<file path="src/rtl/sw_debounce_enable_if.sv">
// Switch conditioning bus: raw pin in, debounced level, strobes and enable out.
// Signalling contract: there is no valid/ready handshake on this bus. sw_raw
// is a free-running asynchronous level; sw_level and enable_out are levels
// valid every cycle; press_pulse and release_pulse are single-cycle strobes
// that are never high together. state_dbg mirrors the debounce FSM state
// (0 STABLE_LO, 1 CHK_HI, 2 STABLE_HI, 3 CHK_LO) for observation only.
interface sw_debounce_enable_if;
  logic       sw_raw;
  logic       sw_level;
  logic       press_pulse;
  logic       release_pulse;
  logic       enable_out;
  logic [1:0] state_dbg;

  // The conditioning block drives everything except the raw pin.
  modport slave (
    input  sw_raw,
    output sw_level,
    output press_pulse,
    output release_pulse,
    output enable_out,
    output state_dbg
  );

  // The switch side / environment drives the raw pin and observes the rest.
  modport master (
    output sw_raw,
    input  sw_level,
    input  press_pulse,
    input  release_pulse,
    input  enable_out,
    input  state_dbg
  );
endinterface

</file>
<file path="src/rtl/sw_debounce_enable.sv">
// Switch synchroniser + debouncer for the function-generator enable switches.
// A two-flop synchroniser feeds a four-state debounce FSM. A new level is
// accepted only after it has been seen for DEBOUNCE_CYCLES consecutive cycles.
// The FSM then issues a one-cycle press or release strobe.
// Optional build macro SW_TOGGLE_MODE_EN: when defined, enable_out becomes a
// toggle register that flips on every accepted press. When undefined,
// enable_out simply follows sw_level.
module sw_debounce_enable #(
  parameter int unsigned DEBOUNCE_CYCLES = 500000,
  parameter int unsigned CNT_W           = 24
) (
  input  logic                  sysclk,
  input  logic                  reset,
  sw_debounce_enable_if.slave   sw
);

  typedef enum logic [1:0] {
    STABLE_LO = 2'd0,
    CHK_HI    = 2'd1,
    STABLE_HI = 2'd2,
    CHK_LO    = 2'd3
  } state_t;

  // Completion compare value: qualification ends when cnt reaches this value,
  // so the counter can never wrap.
  localparam logic [CNT_W-1:0] CNT_LAST = CNT_W'(DEBOUNCE_CYCLES - 1);

  logic             s1;
  logic             s2;
  state_t           state_q;
  state_t           state_d;
  logic [CNT_W-1:0] cnt_q;
  logic [CNT_W-1:0] cnt_d;
  logic             level_q;
  logic             level_d;
  logic             press_q;
  logic             press_d;
  logic             release_q;
  logic             release_d;

  // Two-flop synchroniser for the asynchronous pin; only s2 is used downstream.
  always_ff @(posedge sysclk) begin
    if (reset) begin
      s1 <= 1'b0;
      s2 <= 1'b0;
    end else begin
      s1 <= sw.sw_raw;
      s2 <= s1;
    end
  end

  // FSM state, counter and registered outputs; reset wins over any transition.
  always_ff @(posedge sysclk) begin
    if (reset) begin
      state_q   <= STABLE_LO;
      cnt_q     <= '0;
      level_q   <= 1'b0;
      press_q   <= 1'b0;
      release_q <= 1'b0;
    end else begin
      state_q   <= state_d;
      cnt_q     <= cnt_d;
      level_q   <= level_d;
      press_q   <= press_d;
      release_q <= release_d;
    end
  end

  // Next-state logic. The counter is cleared on every state entry. A reversal
  // of s2 during a check state returns to the stable state it came from.
  always_comb begin
    state_d   = state_q;
    cnt_d     = cnt_q;
    level_d   = level_q;
    press_d   = 1'b0;
    release_d = 1'b0;
    case (state_q)
      STABLE_LO: begin
        if (s2) begin
          state_d = CHK_HI;
          cnt_d   = '0;
        end
      end
      CHK_HI: begin
        if (!s2) begin
          state_d = STABLE_LO;
          cnt_d   = '0;
        end else if (cnt_q == CNT_LAST) begin
          state_d = STABLE_HI;
          cnt_d   = '0;
          level_d = 1'b1;
          press_d = 1'b1;
        end else begin
          cnt_d = cnt_q + CNT_W'(1);
        end
      end
      STABLE_HI: begin
        if (!s2) begin
          state_d = CHK_LO;
          cnt_d   = '0;
        end
      end
      CHK_LO: begin
        if (s2) begin
          state_d = STABLE_HI;
          cnt_d   = '0;
        end else if (cnt_q == CNT_LAST) begin
          state_d   = STABLE_LO;
          cnt_d     = '0;
          level_d   = 1'b0;
          release_d = 1'b1;
        end else begin
          cnt_d = cnt_q + CNT_W'(1);
        end
      end
      default: begin
        state_d = STABLE_LO;
        cnt_d   = '0;
      end
    endcase
  end

  assign sw.sw_level      = level_q;
  assign sw.press_pulse   = press_q;
  assign sw.release_pulse = release_q;
  assign sw.state_dbg     = state_q;

`ifdef SW_TOGGLE_MODE_EN
  logic enable_q;

  // Toggle enable: flips the cycle after each press strobe; releases ignored.
  always_ff @(posedge sysclk) begin
    if (reset) begin
      enable_q <= 1'b0;
    end else if (press_q) begin
      enable_q <= ~enable_q;
    end
  end

  assign sw.enable_out = enable_q;
`else
  assign sw.enable_out = level_q;
`endif

endmodule

</file>
<file path="src/flat_wrapper.sv">
// flat-port wrapper written by rule: the top's interface ports become plain ports
module sw_debounce_enable_flat 
#(
  parameter int unsigned DEBOUNCE_CYCLES = 500000,
  parameter int unsigned CNT_W           = 24
)
  (sysclk, reset, sw_sw_raw, sw_sw_level, sw_press_pulse, sw_release_pulse, sw_enable_out, sw_state_dbg);
  sw_debounce_enable_if sw_i ();
  input  logic sysclk;
  input  logic reset;
  input wire logic [$bits(sw_i.sw_raw)-1:0] sw_sw_raw;
  output wire logic [$bits(sw_i.sw_level)-1:0] sw_sw_level;
  output wire logic [$bits(sw_i.press_pulse)-1:0] sw_press_pulse;
  output wire logic [$bits(sw_i.release_pulse)-1:0] sw_release_pulse;
  output wire logic [$bits(sw_i.enable_out)-1:0] sw_enable_out;
  output wire logic [$bits(sw_i.state_dbg)-1:0] sw_state_dbg;
  assign sw_i.sw_raw = sw_sw_raw;
  assign sw_sw_level = sw_i.sw_level;
  assign sw_press_pulse = sw_i.press_pulse;
  assign sw_release_pulse = sw_i.release_pulse;
  assign sw_enable_out = sw_i.enable_out;
  assign sw_state_dbg = sw_i.state_dbg;
  sw_debounce_enable #(.DEBOUNCE_CYCLES(DEBOUNCE_CYCLES), .CNT_W(CNT_W)) u_core (.sysclk(sysclk), .reset(reset), .sw(sw_i));
endmodule
</file>
<file path="config.mk">
export PLATFORM = sky130hd
export DESIGN_NAME = sw_debounce_enable_flat
export DESIGN_NICKNAME = d
export VERILOG_FILES = /design/src/rtl/sw_debounce_enable_if.sv /design/src/rtl/sw_debounce_enable.sv /design/src/flat_wrapper.sv
export SDC_FILE = /design/constraint.sdc
export NUM_CORES = 1
export LEC_CHECK = 0
export CAP_MARGIN = 20
export CORE_ASPECT_RATIO = 1.1
export CORE_MARGIN = 1
export CORE_UTILIZATION = 25
export CTS_BUF_LIST = sky130_fd_sc_hd__clkbuf_8
export CTS_CLUSTER_DIAMETER = 30
export CTS_CLUSTER_SIZE = 10
export DETAILED_ROUTE_END_ITERATION = 7
export MAX_ROUTING_LAYER = met4
export PLACE_DENSITY = 0.42
export SLEW_MARGIN = 15
export SYNTH_ARGS = -nofsm -noshare
export SYNTH_HDL_FRONTEND = slang
export SYNTH_SLANG_ARGS = --single-unit
</file>
<file path="constraint.sdc">
create_clock -name sysclk -period 5.2 [get_ports sysclk]
set_clock_uncertainty 0.15 [all_clocks]
set_input_delay 0.52 -clock sysclk [delete_from_list [all_inputs] [get_ports sysclk]]
set_output_delay 0.52 -clock sysclk [all_outputs]
set_load 0.005 [all_outputs]
</file>
Word level (Yosys, flattened, before mapping). Cells that the tools add are included.

Bits in registers: 31. Input port bits: 3. Output and inout port bits: 6.

Add/sub/neg operators: 1. Eq/ne operators: 12. Mux-type cells: 19. Bitwise operators: 3. Reductions and logical operators: 7.

Operator list (count): $mux W24 (5); $pmux W24 S4 (1); $add A24 B1 Y24 const B (1); $eq A24 B19 Y1 const B (1); $mux W2 (6); $ne A2 B1 Y1 const B (4); $pmux W2 S4 (1); $reduce_or A3 Y1 (2); $mux W1 (5); $reduce_and A5 Y1 (1); $eq A2 B2 Y1 const B (2); $ne A2 B2 Y1 const B (2); $reduce_and A4 Y1 (1); $ne A3 B1 Y1 const B (1); $ne A3 B3 Y1 const B (1); $not A1 Y1 (3); $eq A2 B1 Y1 const B (1); $logic_not A2 Y1 (1); $pmux W1 S2 (1); $reduce_and A2 Y1 (1); $reduce_bool A2 Y1 (1).

Depth between registers and ports, before layout. Gate-level depths: netlist of the first run.

Word-level depth: 4. Gate-level depth with buffers: 7.

Worst setup path after synthesis of the first run. No wires, ideal clock.

Path type: register to register. Start: register u_core.cnt_q[0]. End: register u_core.cnt_q[20]. Library setup time: 0.134 ns. Arrival time: 1.680 ns. Setup slack: 3.236 ns. Stages on the path, launching flop included: 7. Buffers on the path: 0. Clock period less this slack: 1.964 ns. Cell sequence: dfxtp_1 > ha_1 > nand3_1 > or4_4 > or2_1 > o21ai_1 > a31oi_1.

Longest elaborated chain between the ends: 4. Elaborated cells between the ends (all ways): 6. Those cells by class: 1 x add/sub; 1 x eq/ne; 4 x mux.

RTL lines: start, declared (line sw_debounce_enable.sv:32) `logic [CNT_W-1:0] cnt_q;`; start signal, assigned (line sw_debounce_enable.sv:62) `cnt_q <= cnt_d;`; $add A24 B1 Y24 or $eq A24 B19 Y1 (tied branches); $mux W24 * (line sw_debounce_enable.sv:88, sw_debounce_enable.sv:107); $mux W24 (on tied branches) (line sw_debounce_enable.sv:104, sw_debounce_enable.sv:85); $pmux W24 S4 * (line sw_debounce_enable.sv:77) `case (state_q)`.

Every way passes the cells marked *; elsewhere a longest branch is shown, timed or not. A chain may end at the register's enable or synchronous reset.

==> metrics.sh, run 1 <==
MOSTFREQUENTLAYOUTCELL='sky130_fd_sc_hd__dfxtp_1'
CLKSLEWWORSTSETUPHOLDPATHS_NS=0.07
START_KIND='input pin'
FIRST_GLOBAL_VIAS=1351
CHIPHEIGHT_MICRONS=84.9
WORST_PIN_SLEW_NS=1.11
CP_MAX_FO=17
WORST_HOLD_PATH_TYPE='reg -> reg'
CLOCK_SINK_COUNT=31
CTS.HOLD.BUFFERS_ADDED=0
FINAL.MIN_CLOCK_PERIOD_NS=2.56
FLOORPLAN.CORE_AREA_SQ_MM=0.00588
POST-ROUTE-PERIOD-UTIL_PCT=49.2
WORST_SKEW_PAIR.LATE_LATENCY_NS=0.28
TIMING.HOLD.WORST_ENDPOINT='u_core.s2$_SDFF_PP0_'
POSTLAYOUTCELLAREA_SQ_MM=0.00180
MAX_CAP_VIOLATIONS=0
FINAL_REPORT_SETUP_VIOLATION_COUNT=0
GRT_ANTENNA_BEFORE_REPAIR=0
HOLD_PATH.STARTPOINT='u_core.s1$_SDFF_PP0_'
CELLLEAKAGEPOWER_uW=0.000559
LAYOUT-AREA-OVERHEAD-VS-SYNTH_PCT=15.3
FLOORPLAN_ROW_COUNT=29
OVERFLOW=0
YS_SEQ_ELEMENTS=31
POST-CTS-SETUP-BUFFER-COUNT=0
DPL-INSTANCE-AREA_SQ_MM=0.00170
FMAX_MHz=391
SYNTH-SEQ-AREA-SHARE_PCT=39.8
GRT_FIRST_PASS_WIRELENGTH_MICRONS=6340
GRT_USE_TOTAL_PCT=12.6
DP.FINAL_HPWL_MICRONS=2650
PWR_DENSITY_CELL_mW_PER_MM2=260
ROUTED_VIA_DENSITY=5.41
MAX-CLOCK-PATH-BUFFERS=2
REGTOREGENDPOINT='u_core.cnt_q[5]$_SDFFE_PP0P_'
TOTALWIRELENGTH_MICRONS=3790
MIN_DELAY_PATH_DEPTH=1
SYNTH-EDFF-COUNT=0
REG2REG_SLACK_NS=2.77
CRIT_REQUIRED_NS=5.27
CLOCKROOTBUFFER='sky130_fd_sc_hd__clkbuf_8'
CLOCKPOWERSHARE_PCT=44.7
SYNTH-WARNING-COUNT=0
NUMCTSBUFFERS=5
DRC=0
PEAKVDDDROP_uV=112
SYNTH_TOP_FLOP_CELL='sky130_fd_sc_hd__dfxtp_1'
REGTOREGSTARTPOINT='u_core.cnt_q[0]$_SDFFE_PP0P_'
GLOBAL_PLACER_S_FINAL_WEIGHTED_CONGESTION=0.767
TIMING.CRITICAL_PATH.TO_TYPE='flop'
SYN-MEAN-INSTANCE-AREA_SQ_UM=8.39
SYN-NUM-NETS=190
DIE_WIDTH_MICRONS=77.3
LAYOUT_NET_COUNT=197
CRITPATHLAUNCH='reset'
STATUS='finished, final reports clean'
GRT_SETUP_UNREPAIRED='no'
FLOORPLAN.INITIALDENSITY_PCT=26.5
FIRSTDRTPASSITERS=4
REG2REG_DEPTH=7
DIE_AREA_SQ_MM=0.00656
CTS_REPAIR_RESIZE_COUNT=0
CP.ARRIVAL_NS=2.62
DRTANTENNAVIOLNETS=0
DRT_ITER0_DRC=62
START_TO_END_TYPE_OF_THE_WORST_SETUP_PATH='in -> reg'
TOP_LEVEL_PORTS=9
FIN_TNS_SETUP_NS=0
INTERNAL-POWER_uW=365
REPORT.FINAL.SLEW_VIOL_COUNT=0
WIRE_PER_INST_MICRONS=14.0
POWER_SWITCHING_SHARE_PCT=21.8
NETSWITCHINGPOWER_uW=102
GRT_MAX_DEGREE=19
SYN-INSTANCE-COUNT=186
CTS_TREE='built'
PWR-SHARE-SEQ_PCT=51.5
DRIVE_GT1_SHARE_PCT=7.73
FILL_CELLS=639
ASYNCSETRESETFLOPFRACSYNTH_PCT=0
CTS-HTREE-LEVELS=2
COMBINATIONALPOWERSHARE_PCT=3.8
ROUTED-VIA-COUNT=1465
SYNTHESIS.AREA_SQ_MM=0.00156
MOST-COMMON-LAYOUT-CELLS='31 x sky130_fd_sc_hd__dfxtp_1, 17 x sky130_fd_sc_hd__nand2_1, 16 x sky130_fd_sc_hd__a21oi_1'
FINALHOLDVIOLCOUNT=0
SLEW_HEADROOM_PCT=25.6
NUMPORTBUFFERS=8
N_ANTENNA_CELL=0
NETLIST-CELL-TYPE-COUNT=41
[metrics by stage]
stage / power [uW] / util (%) / hold WS, ns / setup WS [ns] / std cells
final: 467 / 30.6 / 0.300 / 2.64 / 271
after CTS: 474 / 30.6 / 0.307 / 2.70 / 271
after floorplan: 256 / - / 0.264 / 3.24 / 186
after global routing: 486 / 30.6 / 0.322 / 2.49 / 271
after global placement: 263 / 28.7 / 0.289 / 2.20 / 262
after detailed placement: 264 / 28.9 / 0.294 / 2.39 / 263
[area by class of cell]
type / count / area, sq um / area share (%)
inverters: 3 / 11.3 / 0.626
flip-flops and latches: 31 / 621 / 34.5
well taps: 77 / 96.3 / 5.35
clock buffers: 7 / 96.3 / 5.35
repair buffers: 10 / 103 / 5.70
clock inverters: 1 / 3.75 / 0.209
multi-input cells: 142 / 868 / 48.3
[cells by family (layout without fill, tap and decap cells)]
| family | after synthesis | after routing | share of synthesized area [%] |
|---|---|---|---|
| AOI/OAI and AO/OA | 52 | 52 | 21.3 |
| xor gates and xnor gates | 1 | 1 | 1.04 |
| adders and majority gates | 1 | 1 | 0.802 |
| buffers and inverters | 13 | 21 | 4.57 |
| DFF | 31 | 31 | 39.8 |
| muxes | 4 | 4 | 2.57 |
| and+or+nand+nor | 84 | 84 | 29.9 |
[power groups by stage]
stage / Sequential, uW / Clock [uW] / Combinational [uW]
after floorplan: 246 / 0 / 10.1
after global placement: 246 / 0 / 17.5
after detailed placement: 246 / 0 / 18.0
after CTS: 241 / 215 / 17.9
after global routing: 241 / 226 / 19.6
final: 241 / 209 / 17.8
[state kept, by name, indices dropped and copies added, names as in the netlist, named ones only]
| signal | count |
|---|---|
| u_core.cnt_q | 24 |
| u_core.s1 | 1 |
| u_core.s2 | 1 |
| u_core.sw.enable_out | 1 |
| u_core.sw.press_pulse | 1 |
| u_core.sw.release_pulse | 1 |
| u_core.sw.state_dbg | 1 |
[synth_stat cells, types with 2 or more instances]
master                     instances  area (sq um)
sky130_fd_sc_hd__and4_1            2          17.5
sky130_fd_sc_hd__nor4_1            2          12.5
sky130_fd_sc_hd__inv_1             3          11.3
sky130_fd_sc_hd__nand4_1           8          50.1
sky130_fd_sc_hd__a31oi_1          14          87.6
sky130_fd_sc_hd__nor2b_1           3          18.8
sky130_fd_sc_hd__o21ai_0           4          20.0
sky130_fd_sc_hd__nor2_1           11          41.3
sky130_fd_sc_hd__nor3_1            3          15.0
sky130_fd_sc_hd__buf_4             3          22.5
sky130_fd_sc_hd__or3_1             4          25.0
sky130_fd_sc_hd__nand2b_1          3          18.8
sky130_fd_sc_hd__a41oi_1           7          61.3
sky130_fd_sc_hd__buf_2             3          15.0
sky130_fd_sc_hd__nor4b_1           3          26.3
sky130_fd_sc_hd__nand2_1          17          63.8
sky130_fd_sc_hd__mux2i_1           4          40.0
sky130_fd_sc_hd__dfxtp_1          31           621
sky130_fd_sc_hd__o21ai_1           5          25.0
sky130_fd_sc_hd__a22oi_1           2          15.0
sky130_fd_sc_hd__nand3_1          14          70.1
sky130_fd_sc_hd__a21oi_1          16          80.1
sky130_fd_sc_hd__clkbuf_1          3          11.3
sky130_fd_sc_hd__and3_1            4          25.0
[worst max-delay path by stage]
stage                                                to  slack, ns  cells past startpoint
after floorplan           u_core.cnt_q[20]$_SDFFE_PP0P_       3.24                      6
after detailed placement   u_core.cnt_q[5]$_SDFFE_PP0P_       2.39                      5
after global placement    u_core.cnt_q[21]$_SDFFE_PP0P_       2.20                      4
final                     u_core.cnt_q[22]$_SDFFE_PP0P_       2.64                      4
after CTS                  u_core.cnt_q[5]$_SDFFE_PP0P_       2.70                      5
after global routing      u_core.cnt_q[20]$_SDFFE_PP0P_       2.49                      5
[metal layers]
layer  track usage, %  vias to the layer above  routed length (microns)
met1             15.1                      705                     1780
li1                 -                      721                        -
met5                -                        -                        0
met3             3.44                        9                      132
met4             5.32                        0                       84
met2             19.9                       30                     1800
[critical path, cell delays in order]
cell,delay (ns)
sky130_fd_sc_hd__clkdlybuf4s50_1,0.73
sky130_fd_sc_hd__nor3_1,1.03
sky130_fd_sc_hd__a22oi_1,0.22
sky130_fd_sc_hd__o21ai_1,0.11
No activity file was read; power rests on OpenSTA's default activity.
==> run 2, diff against run 1 <==
- PLACE_DENSITY: 0.42 -> 0.43
- clock period: 5.2 -> 2.2 ns (I/O delays scaled with it)
==> run 2 against run 1 <==
  * Worst setup slack got worse by 2.5 ns
  * Die area unchanged
  * Worst hold slack got worse by 0.0045 ns
  * Count of clock-buffer cells in the layout unchanged
  * Utilization increased by 1.4 points
  * Clock power increased by 140%
  * Sequential share of layout area decreased by 1.5 points
  * Largest cell class unchanged
  * Highest routed layer unchanged
==> metrics.sh, run 2 (synthesized netlist as in run 1, its figures left out) <==
POST-CTS-SETUP-BUFFER-COUNT=0
TOTALWIRELENGTH_MICRONS=3880
DRIVE_GT1_SHARE_PCT=12.3
OVERFLOW=0
HOLDWS_NS=0.295
DIE_WIDTH_MICRONS=77.3
INTERNAL-POWER_uW=867
FIRST_GLOBAL_VIAS=1356
NUMCTSBUFFERS=5
GRT_FIRST_PASS_WIRELENGTH_MICRONS=6580
WORST_PIN_SLEW_NS=0.532
CRITICAL-PATH-MAX-STAGE-DELAY_NS=0.57
CTS.HOLD.BUFFERS_ADDED=0
CLOCKPOWERSHARE_PCT=44.7
DRT_ITER0_DRC=85
SLEW_HEADROOM_PCT=64.4
CRITICAL_PATH.TOP_DELAY_FAMILY='simple AND/OR/NAND/NOR gates'
GRT_ANTENNA_BEFORE_REPAIR=0
POWER_SWITCHING_SHARE_PCT=22.0
GRT_SETUP_UNREPAIRED='no'
CLKSLEWWORSTSETUPHOLDPATHS_NS=0.07
CELLLEAKAGEPOWER_uW=0.000612
FINAL.MIN_CLOCK_PERIOD_NS=2.03
CTS_TREE='built'
POST-ROUTE-PERIOD-UTIL_PCT=92.4
DRTANTENNAVIOLNETS=0
CTS-HTREE-LEVELS=2
FIRSTDRTPASSITERS=4
REG2REG_DEPTH=6
GLOBAL_PLACER_S_FINAL_WEIGHTED_CONGESTION=0.757
CHIPHEIGHT_MICRONS=84.9
CPMAXSTAGEDELAYCELL='sky130_fd_sc_hd__or4_4'
COMBINATIONALPOWERSHARE_PCT=4.2
MIN_DELAY_PATH_DEPTH=1
LAYOUT_NET_COUNT=207
FLOORPLAN_ROW_COUNT=29
FLIP_FLOP_COUNT_OF_THE_LARGEST_REGISTER_ALL_COPIES_AND_WORDS_ADDED=24
CRITICAL_PATH.N_BUFFERS_INVERTERS=0
FINALHOLDVIOLCOUNT=0
STATUS='finished, final reports clean'
CLOCKROOTBUFFER='sky130_fd_sc_hd__clkbuf_8'
CRIT_REQUIRED_NS=2.20
CLOCK_SINK_COUNT=31
GRT_MAX_DEGREE=35
FLOORPLAN.CORE_AREA_SQ_MM=0.00588
TIMING.CRITICAL_PATH.CELLS='ha_1 > nand3_1 > or4_4 > or2_1 > o21ai_1 > a31oi_1'
MOST-COMMON-LAYOUT-CELLS='31 x sky130_fd_sc_hd__dfxtp_1, 17 x sky130_fd_sc_hd__nand2_1, 16 x sky130_fd_sc_hd__a21oi_1'
DRC=0
CP.ARRIVAL_NS=2.03
CP_MAX_FO=4
MOSTFREQUENTLAYOUTCELL='sky130_fd_sc_hd__dfxtp_1'
START_KIND='flop'
WIRE_PER_INST_MICRONS=13.8
PWR_DENSITY_CELL_mW_PER_MM2=592
CTS_REPAIR_RESIZE_COUNT=0
NUMPORTBUFFERS=8
WORST-PATH-STAGES=6
DP.FINAL_HPWL_MICRONS=2710
PEAKVDDDROP_uV=232
FINAL_REPORT_SETUP_VIOLATION_COUNT=0
DIE_AREA_SQ_MM=0.00656
PWR-SHARE-SEQ_PCT=51.2
TOP_LEVEL_PORTS=9
START_TO_END_TYPE_OF_THE_WORST_SETUP_PATH='reg -> reg'
NETSWITCHINGPOWER_uW=245
WORST_SKEW_PAIR.LATE_LATENCY_NS=0.28
FLOORPLAN.INITIALDENSITY_PCT=26.5
MAX-CLOCK-PATH-BUFFERS=2
DPL-INSTANCE-AREA_SQ_MM=0.00178
GRT_USE_TOTAL_PCT=13.2
MAX_CAP_VIOLATIONS=0
REGISTERS.TOP_BY_FF_COUNT='u_core.cnt_q'
FIN_TNS_SETUP_NS=0
ROUTED-VIA-COUNT=1416
TIMING.CRITICAL_PATH.TO_TYPE='flop'
POSTLAYOUTCELLAREA_SQ_MM=0.00188
N_ANTENNA_CELL=0
FMAX_MHz=492
ROUTED_VIA_DENSITY=5.04
WORST_HOLD_PATH_TYPE='reg -> reg'
LAYOUT-AREA-OVERHEAD-VS-SYNTH_PCT=20.4
REPORT.FINAL.SLEW_VIOL_COUNT=0
-- run 2: per-layer routing --
metal | vias to the layer above | global-route usage, % | wire length [microns]
met5 | - | - | 0
met4 | 0 | 4.80 | 38
met3 | 5 | 3.23 | 157
met2 | 20 | 21.1 | 1810
met1 | 653 | 16.2 | 1880
li1 | 738 | - | -
-- run 2: path summary, 6_finish.rpt --
| kind | to | slack [ns] | start |
|---|---|---|---|
| hold / removal | u_core.s2$_SDFF_PP0_ | 0.30 | u_core.s1$_SDFF_PP0_ |
| setup / recovery | u_core.cnt_q[20]$_SDFFE_PP0P_ | 0.17 | u_core.cnt_q[0]$_SDFFE_PP0P_ |
| setup reg to reg | u_core.cnt_q[20]$_SDFFE_PP0P_ | 0.17 | u_core.cnt_q[0]$_SDFFE_PP0P_ |
| hold reg to reg | u_core.s2$_SDFF_PP0_ | 0.30 | u_core.s1$_SDFF_PP0_ |
-- run 2: cell type report --
type / instances / area, sq um
multi-input cells: 142 / 868
clock buffers: 7 / 96.3
repair buffers: 20 / 183
inverters: 3 / 11.3
clock inverters: 1 / 3.75
flip-flops and latches: 31 / 621
fillers: 634 / 4000
well taps: 77 / 96.3
-- run 2: power groups by stage --
| stage | Clock (uW) | Sequential [uW] | Combinational, uW |
|---|---|---|---|
| 3_3_place_gp | 0 | 582 | 47.7 |
| 6_report | 497 | 569 | 46.5 |
| 3_5_place_dp | 0 | 582 | 47.2 |
| 5_1_grt | 546 | 569 | 51.4 |
| 2_1_floorplan | 0 | 581 | 23.9 |
| 4_1_cts | 519 | 569 | 47.3 |
-- run 2: stage by stage --
stage	power, uW	instances	utilization [%]	setup slack [ns]
2_1_floorplan	605	186	-	0.236
3_3_place_gp	629	273	30.3	0.177
3_5_place_dp	629	273	30.3	0.162
4_1_cts	1140	281	32.0	0.140
5_1_grt	1170	281	32.0	0.00605
6_report	1110	281	32.0	0.167
==> run 3, diff against run 2 <==
- CAP_MARGIN: 20 -> unset
==> results of run 3 <==
Final layout, timing and power as in run 2 (identical DEF).
